## src/rtl/parking_slot_arbiter.sv

```systemverilog
// parking_slot_arbiter
// Shares one flat-occupancy table among G gate controllers. A requesting gate
// is chosen (PWD requests first, then round-robin), its entry/exit operation
// is applied atomically to the table, and the result is returned over a
// four-phase req/ack handshake.
//
// Ports:
//   clk         system clock, rising edge
//   rst_n       asynchronous active-low reset
//   req         per-gate request level, held until the matching ack is seen
//   op          per-gate operation: 0 = entry (occupy), 1 = exit (release)
//   pwd_flag    per-gate PWD priority qualifier
//   flat_number packed flat numbers, gate g uses [g*FW +: FW]
//   ack         per-gate acknowledge level (at most one bit high)
//   ok          per-gate result, valid while the matching ack is high
//   busy        high whenever the FSM is not idle
//   occ_map     occupancy table, bit f = 1 means flat f is occupied
//   occ_count   number of set bits in occ_map
module parking_slot_arbiter #(
    parameter int N  = 10,
    parameter int G  = 2,
    parameter int FW = $clog2(N) + 1
) (
    input  logic                    clk,
    input  logic                    rst_n,
    input  logic [G-1:0]            req,
    input  logic [G-1:0]            op,
    input  logic [G-1:0]            pwd_flag,
    input  logic [G*FW-1:0]         flat_number,
    output logic [G-1:0]            ack,
    output logic [G-1:0]            ok,
    output logic                    busy,
    output logic [N:0]              occ_map,
    output logic [$clog2(N+2)-1:0]  occ_count
);

    localparam int GW = (G > 1) ? $clog2(G) : 1;
    localparam int CW = $clog2(N + 2);

    typedef enum logic [1:0] {
        IDLE,
        CHECK,
        RESP
    } state_t;

    state_t          state_q, state_d;
    logic [GW-1:0]   last_q, last_d;
    logic [GW-1:0]   win_q, win_d;
    logic            op_q, op_d;
    logic [FW-1:0]   flat_q, flat_d;
    logic [G-1:0]    ack_q, ack_d;
    logic [G-1:0]    ok_q, ok_d;
    logic [N:0]      occ_map_q, occ_map_d;
    logic [CW-1:0]   occ_count_q, occ_count_d;

    logic [G-1:0]    cand;
    logic            found;
    logic [N:0]      flat_sel;
    logic [G-1:0]    win_hot;
    logic            req_win;
    logic            occ_hit;
    logic            in_range;
    logic            accept;

    // State register; reset leaves gate 0 first in round-robin order
    always_ff @(posedge clk or negedge rst_n) begin
        if (!rst_n) begin
            state_q     <= IDLE;
            last_q      <= GW'(G - 1);
            win_q       <= '0;
            op_q        <= 1'b0;
            flat_q      <= '0;
            ack_q       <= '0;
            ok_q        <= '0;
            occ_map_q   <= '0;
            occ_count_q <= '0;
        end else begin
            state_q     <= state_d;
            last_q      <= last_d;
            win_q       <= win_d;
            op_q        <= op_d;
            flat_q      <= flat_d;
            ack_q       <= ack_d;
            ok_q        <= ok_d;
            occ_map_q   <= occ_map_d;
            occ_count_q <= occ_count_d;
        end
    end

    // Arbitration, check-and-update and handshake sequencing
    always_comb begin
        state_d     = state_q;
        last_d      = last_q;
        win_d       = win_q;
        op_d        = op_q;
        flat_d      = flat_q;
        ack_d       = ack_q;
        ok_d        = ok_q;
        occ_map_d   = occ_map_q;
        occ_count_d = occ_count_q;
        cand        = '0;
        found       = 1'b0;
        flat_sel    = '0;
        win_hot     = '0;
        accept      = 1'b0;

        // One-hot decode of the latched flat; an out-of-range flat decodes
        // to all zeros, which doubles as the range check.
        for (int f = 0; f <= N; f++) begin
            if (flat_q == FW'(f)) flat_sel[f] = 1'b1;
        end
        for (int g = 0; g < G; g++) begin
            if (win_q == GW'(g)) win_hot[g] = 1'b1;
        end
        req_win  = |(req & win_hot);
        occ_hit  = |(occ_map_q & flat_sel);
        in_range = |flat_sel;

        case (state_q)
            IDLE: begin
                if (|req) begin
                    cand = (|(req & pwd_flag)) ? (req & pwd_flag) : req;
                    // Scan gates in order last+1, last+2, ... and take the
                    // first candidate.
                    for (int i = 1; i <= G; i++) begin
                        for (int g = 0; g < G; g++) begin
                            if (!found && cand[g] && (g == (int'(last_q) + i) % G)) begin
                                found  = 1'b1;
                                win_d  = GW'(g);
                                last_d = GW'(g);
                                op_d   = op[g];
                                flat_d = flat_number[g*FW +: FW];
                            end
                        end
                    end
                    state_d = CHECK;
                end
            end
            CHECK: begin
                if (in_range) begin
                    if (!op_q && !occ_hit) begin
                        accept      = 1'b1;
                        occ_map_d   = occ_map_q | flat_sel;
                        occ_count_d = occ_count_q + CW'(1);
                    end else if (op_q && occ_hit) begin
                        accept      = 1'b1;
                        occ_map_d   = occ_map_q & ~flat_sel;
                        occ_count_d = occ_count_q - CW'(1);
                    end
                end
                ack_d   = win_hot;
                ok_d    = accept ? win_hot : '0;
                state_d = RESP;
            end
            RESP: begin
                if (!req_win) begin
                    ack_d   = '0;
                    ok_d    = '0;
                    state_d = IDLE;
                end
            end
            default: begin
                state_d = IDLE;
            end
        endcase
    end

    assign ack       = ack_q;
    assign ok        = ok_q;
    assign busy      = (state_q != IDLE);
    assign occ_map   = occ_map_q;
    assign occ_count = occ_count_q;

endmodule

```

## config.mk

```make
export PLATFORM = sky130hd
export DESIGN_NAME = parking_slot_arbiter
export DESIGN_NICKNAME = d
export VERILOG_FILES = /design/src/rtl/parking_slot_arbiter.sv
export SDC_FILE = /design/constraint.sdc
export NUM_CORES = 1
export LEC_CHECK = 0
export ABC_AREA = 1
export BUFFER_PORTS_ARGS = -buffer_cell sky130_fd_sc_hd__buf_2
export CORE_MARGIN = 8
export CORE_UTILIZATION = 54
export CTS_CLUSTER_SIZE = 16
export DETAILED_ROUTE_END_ITERATION = 8
export GPL_ROUTABILITY_DRIVEN = 0
export MAX_ROUTING_LAYER = met4
export PLACE_DENSITY = 0.81
export SLEW_MARGIN = 0
export SYNTH_ARGS = -nofsm -noshare
export SYNTH_HDL_FRONTEND = slang
export SYNTH_SLANG_ARGS = --single-unit
```

## constraint.sdc

```tcl
create_clock -name clk -period 2.6 [get_ports clk]
set_input_delay 0.52 -clock clk [delete_from_list [all_inputs] [get_ports clk]]
set_output_delay 0.52 -clock clk [all_outputs]
set_load 0.1 [all_outputs]
```

==> reports/results.txt, run 1 <==
worst reg2reg path depth: 16
CP max-delay cell: dfrtp_1
startpoint of the worst-slack reg-to-reg timing path: flat_q[4]
# hold bufs at CTS: 0
total wire length: 3950 microns
Initial Util: 0.572
proportion of layout cells with a drive suffix above 1: 0.222
Max-Cap Viols: 0
core area: 0.00308 sq mm
ys async rst share: 1.00
clk_skew: 0.00907 ns
Syn Std Cell Area: 0.00176 sq mm
DRT antenna net count: 0
Cell Rows: 20
port buffer count: 37
Post-CTS Setup Repair Bufs: 0
via/cell ratio: 5.16
Root Buffer: clkbuf_4
Design Area, Final: 0.00204 sq mm
Die Wd: 73.1 microns
Clock Path Buffers: 2
placed cell areas: 0.00197 sq mm
Synth Instances: 239
Worst Path Max Fanout: 8
CP peak stage delay: 0.41 ns
global-route wire length before repair: 7180 microns
Main synth FF type: dfrtp_1
worst slew pin tran: 0.632 ns
Worst Path Arrival: 2.59 ns
number of flops mapped to enable cells by yosys: 0
Synth Area per Inst: 7.37 sq um
Buf+Inv Stages, Crit Path: 2
Relative slew margins: 0.578
Die ar.: 0.00534 sq mm
crit start category: flop
period utilisation layout: 0.903
Fin. Hold Viols: 0
clock slew at reported path FFs: 0.10 ns
sequential area share after synthesis: 0.413
CTS buffer count: 5
largest net degree at the start of global routing: 30
Total GRT Usage: 0.173
IO Pins: 38
Setup-failing EPs final: 0
drt first pass iters: 4
fillers: 294
clock tree sinks: 29
post-synthesis cell type count: 26
Iter 0 DRT Violations: 202
Syn Nets: 261
Hold Crit Class: in2async
CP delay by family, top: simple AND/OR/NAND/NOR gates
RSZ-0062 raised after global routing: no
number of synthesized register bits: 29
outcome: finished, final reports clean
Slew Viols, Final: 0
CTS tree: yes
Vert. Die Dim: 73.1 microns
Total Negative Setup Slacks: 0 ns
Detailed Place HPWL: 2970 microns
critical path type: reg2reg
GRT overflow: 0
Worst R2R End: occ_count[3]
via count: 1666
CP cell instances: inv_2 > nand3_1 > nor2_1 > nand2_1 > nand2_1 > nor2_1 > nand2_1 > nor2_1 > ha_1 > inv_1 > ha_1 > a21oi_1 > nand2_1 > xor2_1 > nand2_1 > nand2_1
final net count: 300
Hold WS: 0.190 ns
synth-to-layout area growth: 16.0%
Tmin final: 2.35 ns
worst skew pair latency: 0.34 ns
ant diodes: 0
htree depth: 2
post-cts sizing count: 0
Critical Path Most Common Cell: nand2_1
drt drc: 0
data required time of the worst path: 2.84 ns
flop-to-flop setup slack: 0.25 ns
Ys Warns: 0
antenna violations before repair: 0
CP Capture Type: flop
wire per inst: 12.2 microns
vias in the first global route: 1691
fmax: 426 MHz
cell families (layout without fill, tap and decap cells):
group | Yosys count | count (layout) | share of synthesized area
compound gates | 17 | 17 | 0.0583
buf+inv | 43 | 83 | 0.107
xor+xnor | 3 | 3 | 0.0149
simple gates | 143 | 143 | 0.374
fa+ha+maj | 4 | 4 | 0.0327
flops | 29 | 29 | 0.413
worst max path at each step:
| stage | start | endpoint | slack [ns] | cells after the start |
|---|---|---|---|---|
| finish | flat_q[4] | occ_count[3] | 0.25 | 16 |
| detailed placement | flat_q[4] | occ_count[3] | 0.29 | 16 |
| global route | flat_q[0] | occ_count[3] | 0.02 | 17 |
| CTS | flat_q[4] | occ_count[3] | 0.28 | 16 |
| global placement | flat_q[2] | occ_count[3] | 0.34 | 16 |
| floorplan | flop | occ_count[3] | 0.01 | 14 |
Yosys cell counts, types with 3 or more instances:
master,n,area [sq um]
nand2_1,66,248
inv_1,33,124
dfrtp_1,28,701
nand4_1,24,150
nand3_1,23,115
nor2_1,22,82.6
o21ai_0,12,60.1
buf_2,4,20.0
ha_1,3,37.5
through the flow:
stage,util,std cells,setup WS [ns]
detailed placement,0.640,315,0.286
global route,0.663,323,0.0219
floorplan,-,239,0.00971
finish,0.663,323,0.252
CTS,0.663,323,0.275
global placement,0.640,315,0.336
layout make-up:
cell class              count  area, sq um  area share
flip-flops and latches     29          731       0.358
well taps                  44         55.1      0.0270
repair buffers             40          208       0.102
inverters                  35          131      0.0643
multi-input cells         167          847       0.415
clock buffers               7         65.1      0.0319
clock inverters             1         5.00     0.00245
per-layer routing:
layer	GRT usage	wire length (microns)	up-vias
met5	-	0	-
met3	0.0412	188	8
met2	0.270	1870	44
li1	-	-	854
met4	0.0889	80	0
met1	0.203	1810	760
cell usage in the layout (no fill, tap or decap), types with 2 or more instances in the layout:
| cell type | n |
|---|---|
| nand4_1 | 24 |
| nor2_4 | 2 |
| inv_1 | 33 |
| nand2_1 | 66 |
| inv_2 | 2 |
| clkbuf_8 | 2 |
| o21ai_0 | 12 |
| nor2_1 | 21 |
| ha_1 | 3 |
| dfrtp_1 | 25 |
| nor3_1 | 2 |
| nand3_1 | 23 |
| a21oi_1 | 2 |
| xor2_1 | 2 |
| buf_2 | 37 |
| buf_4 | 3 |
| dfrtp_2 | 3 |
| clkbuf_4 | 5 |
| nor2_2 | 2 |
Power of run 1 is left out: the tool's default activity adds up to more than one toggle a clock period on the data nets, which glitch-free logic cannot reach.
==> inputs of run 2 (changes only) <==
==> constraint.sdc (replaced) <==
create_clock -name clk -period 2.7 [get_ports clk]
set_input_delay 0.54 -clock clk [delete_from_list [all_inputs] [get_ports clk]]
set_output_delay 0.54 -clock clk [all_outputs]
set_load 0.1 [all_outputs]
==> reports/results.txt, run 2 (synthesis gave the netlist of run 1 again) <==
placed cell areas: 0.00197 sq mm
CP peak stage delay: 0.42 ns
Total Negative Setup Slacks: 0 ns
Detailed Place HPWL: 3000 microns
Post-CTS Setup Repair Bufs: 0
CP max-delay cell: dfrtp_1
Iter 0 DRT Violations: 155
worst slew pin tran: 0.626 ns
Root Buffer: clkbuf_4
# hold bufs at CTS: 0
Finished Layout Cells: 323
Worst Path Arrival: 2.65 ns
Design Area, Final: 0.00205 sq mm
Setup-failing EPs final: 0
data required time of the worst path: 2.94 ns
critical path type: reg2reg
DRT antenna net count: 0
worst reg2reg path depth: 16
RSZ-0062 raised after global routing: no
core area: 0.00308 sq mm
total wire length: 3990 microns
via count: 1698
CP Capture Type: flop
drt first pass iters: 4
ant diodes: 0
Vert. Die Dim: 73.1 microns
synth-to-layout area growth: 16.7%
CTS buffer count: 5
Slew Viols, Final: 0
Tmin final: 2.41 ns
worst skew pair latency: 0.34 ns
period utilisation layout: 0.894
vias in the first global route: 1653
clock tree sinks: 29
clock slew at reported path FFs: 0.10 ns
final net count: 300
Critical Path Most Common Cell: nand2_1
Buf+Inv Stages, Crit Path: 3
Worst Path Max Fanout: 8
dpl ws: 0.312 ns
CP delay by family, top: simple AND/OR/NAND/NOR gates
proportion of layout cells with a drive suffix above 1: 0.208
outcome: finished, final reports clean
Relative slew margins: 0.583
fmax: 414 MHz
final worst-path setup slack: 0.287 ns
Total GRT Usage: 0.170
GRT overflow: 0
clk_skew: 0.00693 ns
Stages on worst setup path: 16
Fin. Hold Viols: 0
Cells after DPL: 315
Initial Util: 0.572
wire per inst: 12.4 microns
crit start category: flop
CP cell instances: inv_2 > nand3_1 > nor2_1 > nand2_1 > nand2_1 > inv_1 > nand2_1 > nor2_1 > ha_1 > inv_1 > ha_1 > a21oi_1 > nand2_1 > xor2_1 > nand2_1 > nand2_1
antenna violations before repair: 0
IO Pins: 38
largest net degree at the start of global routing: 30
Clock Path Buffers: 2
drt drc: 0
most frequent cells in the layout: nand2_1, buf_2, inv_1, dfrtp_1, nand4_1
Hold Crit Class: in2async
Die Wd: 73.1 microns
port buffer count: 37
htree depth: 2
global-route wire length before repair: 7070 microns
post-cts sizing count: 0
CTS tree: yes
Cell Rows: 20
Max-Cap Viols: 0
via/cell ratio: 5.26
Die ar.: 0.00534 sq mm
most common cell after layout, fill and taps aside: nand2_1
-- run 2: cell count changes in the layout (fill, tap and decap cells not counted), sizes merged --
cell | before | now
bufinv | 0 | 1
clkinvlp | 0 | 1
clkinv | 1 | 0
clkbuf | 7 | 6
-- run 2: worst paths after layout --
check,startpoint,to,slack [ns]
worst max register to register,flat_q[4],occ_count[3],0.29
worst max-delay path,flat_q[4],occ_count[3],0.29
max in group asynchronous,rst_n,asynchronous set/reset pin,2.08
worst min register to register,ack[1],ack[1],0.51
worst min-delay path,rst_n,flat_q[3],0.21
min in group clk,flat_number[4],flat_q[4],0.51
-- run 2: final cells by class --
class | count | area, sq um
multi-input combinational | 167 | 845
sequential | 29 | 727
clock buffer | 6 | 51.3
clock inverter | 2 | 37.5
inverter | 35 | 131
timing repair buffer | 40 | 208
tap | 44 | 55.1
fill | 283 | 1020
-- run 2: stage by stage --
stage	hold slack [ns]	util
detailed placement	0.490	0.639
floorplan	0.244	-
global route	0.240	0.667
global placement	0.480	0.639
finish	0.214	0.667
CTS	0.220	0.667
-- run 2: worst reg2reg max path, stage by stage, from the launching register on --
cell and delay [ns]:
dfrtp_1 0.42, inv_2 0.14, nand3_1 0.19, nor2_1 0.22, nand2_1 0.08, nand2_1 0.07
inv_1 0.03, nand2_1 0.05, nor2_1 0.04, ha_1 0.18, inv_1 0.11, ha_1 0.28
a21oi_1 0.16, nand2_1 0.09, xor2_1 0.14, nand2_1 0.07, nand2_1 0.05
-- run 2: layer usage --
layer | track usage | part of all wire | vias to the layer above
met4 | 0.0578 | 0.015 | 0
met5 | - | 0 | -
met2 | 0.272 | 0.46 | 49
met1 | 0.194 | 0.46 | 786
li1 | - | - | 856
met3 | 0.0591 | 0.064 | 7
Power of run 2 is left out for the same reason.
==> inputs of run 3 (changes only) <==
--- a/config.mk
+++ b/config.mk
@@ -7,6 +7,7 @@
 export LEC_CHECK = 0
 export ABC_AREA = 1
 export BUFFER_PORTS_ARGS = -buffer_cell sky130_fd_sc_hd__buf_2
+export CORE_ASPECT_RATIO = 2
 export CORE_MARGIN = 8
 export CORE_UTILIZATION = 54
 export CTS_CLUSTER_SIZE = 16
@@ -14,7 +15,6 @@
 export GPL_ROUTABILITY_DRIVEN = 0
 export MAX_ROUTING_LAYER = met4
 export PLACE_DENSITY = 0.81
-export SLEW_MARGIN = 0
 export SYNTH_ARGS = -nofsm -noshare
 export SYNTH_HDL_FRONTEND = slang
 export SYNTH_SLANG_ARGS = --single-unit
==> reports/results.txt, run 3 (synthesis gave the netlist of run 1 again) <==
Post-CTS Setup Repair Bufs: 0
CP max-delay cell: dfrtp_1
worst slew pin tran: 0.901 ns
DRT antenna net count: 0
proportion of layout cells with a drive suffix above 1: 0.205
port buffer count: 37
drt first pass iters: 4
largest net degree at the start of global routing: 30
Cell Rows: 29
ant diodes: 0
Worst Path Arrival: 2.56 ns
CP delay by family, top: simple AND/OR/NAND/NOR gates
Clock Path Buffers: 2
drt drc: 0
via count: 1633
most common cell after layout, fill and taps aside: nand2_1
antenna violations before repair: 0
Worst Path Max Fanout: 8
clock tree sinks: 29
Buf+Inv Stages, Crit Path: 2
Initial Util: 0.558
Slew Viols, Final: 0
synth-to-layout area growth: 16.1%
outcome: finished, final reports clean
Total Negative Setup Slacks: 0 ns
Tmin final: 2.37 ns
CP cell instances: inv_2 > nand3_1 > nor2_1 > nand2_1 > nand2_1 > nor2_1 > nand2_1 > nor2_1 > ha_1 > inv_1 > ha_1 > a21oi_1 > nand2_1 > xor2_1 > nand2_1 > nand2_1
CTS tree: yes
IO Pins: 38
Die ar.: 0.00545 sq mm
Stages on worst setup path: 16
Hold Crit Class: in2async
CTS buffer count: 5
Setup-failing EPs final: 0
fmax: 421 MHz
RSZ-0062 raised after global routing: no
worst skew pair latency: 0.29 ns
GRT overflow: 0
data required time of the worst path: 2.89 ns
core area: 0.00316 sq mm
CP peak stage delay: 0.40 ns
most frequent cells in the layout: nand2_1, buf_2, inv_1, dfrtp_1, nand4_1
worst reg2reg path depth: 16
Fin. Hold Viols: 0
Iter 0 DRT Violations: 35
CP Capture Type: flop
global-route wire length before repair: 6820 microns
Die Wd: 56.4 microns
Total GRT Usage: 0.155
period utilisation layout: 0.879
clock slew at reported path FFs: 0.07 ns
# hold bufs at CTS: 0
Detailed Place HPWL: 3060 microns
vias in the first global route: 1586
clk_skew: 0.00744 ns
critical path type: reg2reg
Relative slew margins: 0.399
htree depth: 2
post-cts sizing count: 0
crit start category: flop
Max-Cap Viols: 0
Critical Path Most Common Cell: nand2_1
Root Buffer: clkbuf_8
wire per inst: 12.6 microns
final net count: 299
Vert. Die Dim: 96.7 microns
via/cell ratio: 5.28
total wire length: 3900 microns
==> run 3: cell count changes in the layout (fill, tap and decap cells not counted) <==
cell / change
clkbuf_8: +6
clkbuf_4: -5
buf_4: -1
bufinv_16: -1
clkinv_2: +1
clkinvlp_4: -1
==> run 3: path summary, 6_finish.rpt <==
check	startpoint	endpoint	slack, ns
min in group clk	ack[0]	ack[0]	0.49
hold reg to reg	ack[0]	ack[0]	0.49
setup reg to reg	flat_q[4]	occ_count[3]	0.33
max in group asynchronous	rst_n	asynchronous set/reset pin	2.02
setup / recovery	flat_q[4]	occ_count[3]	0.33
hold / removal	rst_n	asynchronous set/reset pin	0.26
==> run 3: worst register-to-register path: cells and delay by family (launching register included) <==
kind	cells	cell delay (ns)
AOI/OAI and AO/OA	1	0.16
xor gates and xnor gates	1	0.14
adders and majority gates	2	0.46
buffers and inverters	2	0.24
DFF	1	0.40
and+or+nand+nor	10	0.88
==> run 3: cell type report <==
type / instances / area (sq um)
Inverter: 35 / 131
Multi-Input combinational cell: 167 / 845
Clock inverter: 1 / 5.00
Sequential cell: 29 / 727
Fill cell: 289 / 1110
Tap cell: 31 / 38.8
Timing Repair Buffer: 39 / 200
Clock buffer: 7 / 96.3
==> run 3: routing by layer <==
layer | track usage | wire length (microns) | vias to the layer above
li1 | - | - | 853
met1 | 0.146 | 1540 | 736
met2 | 0.270 | 2110 | 37
met3 | 0.0314 | 129 | 7
met4 | 0.104 | 114 | 0
met5 | - | 0 | -
==> run 3: stage by stage <==
stage / cells / area, sq um / hold WS [ns] / util / setup WS (ns)
global placement: 301 / 1940 / 0.480 / 0.615 / 0.425
CTS: 309 / 2040 / 0.288 / 0.647 / 0.338
floorplan: 239 / 1760 / 0.244 / - / 0.0592
global route: 309 / 2040 / 0.318 / 0.647 / 0.0670
finish: 309 / 2040 / 0.263 / 0.647 / 0.326
detailed placement: 301 / 1940 / 0.486 / 0.615 / 0.339
Power of run 3 is left out for the same reason.
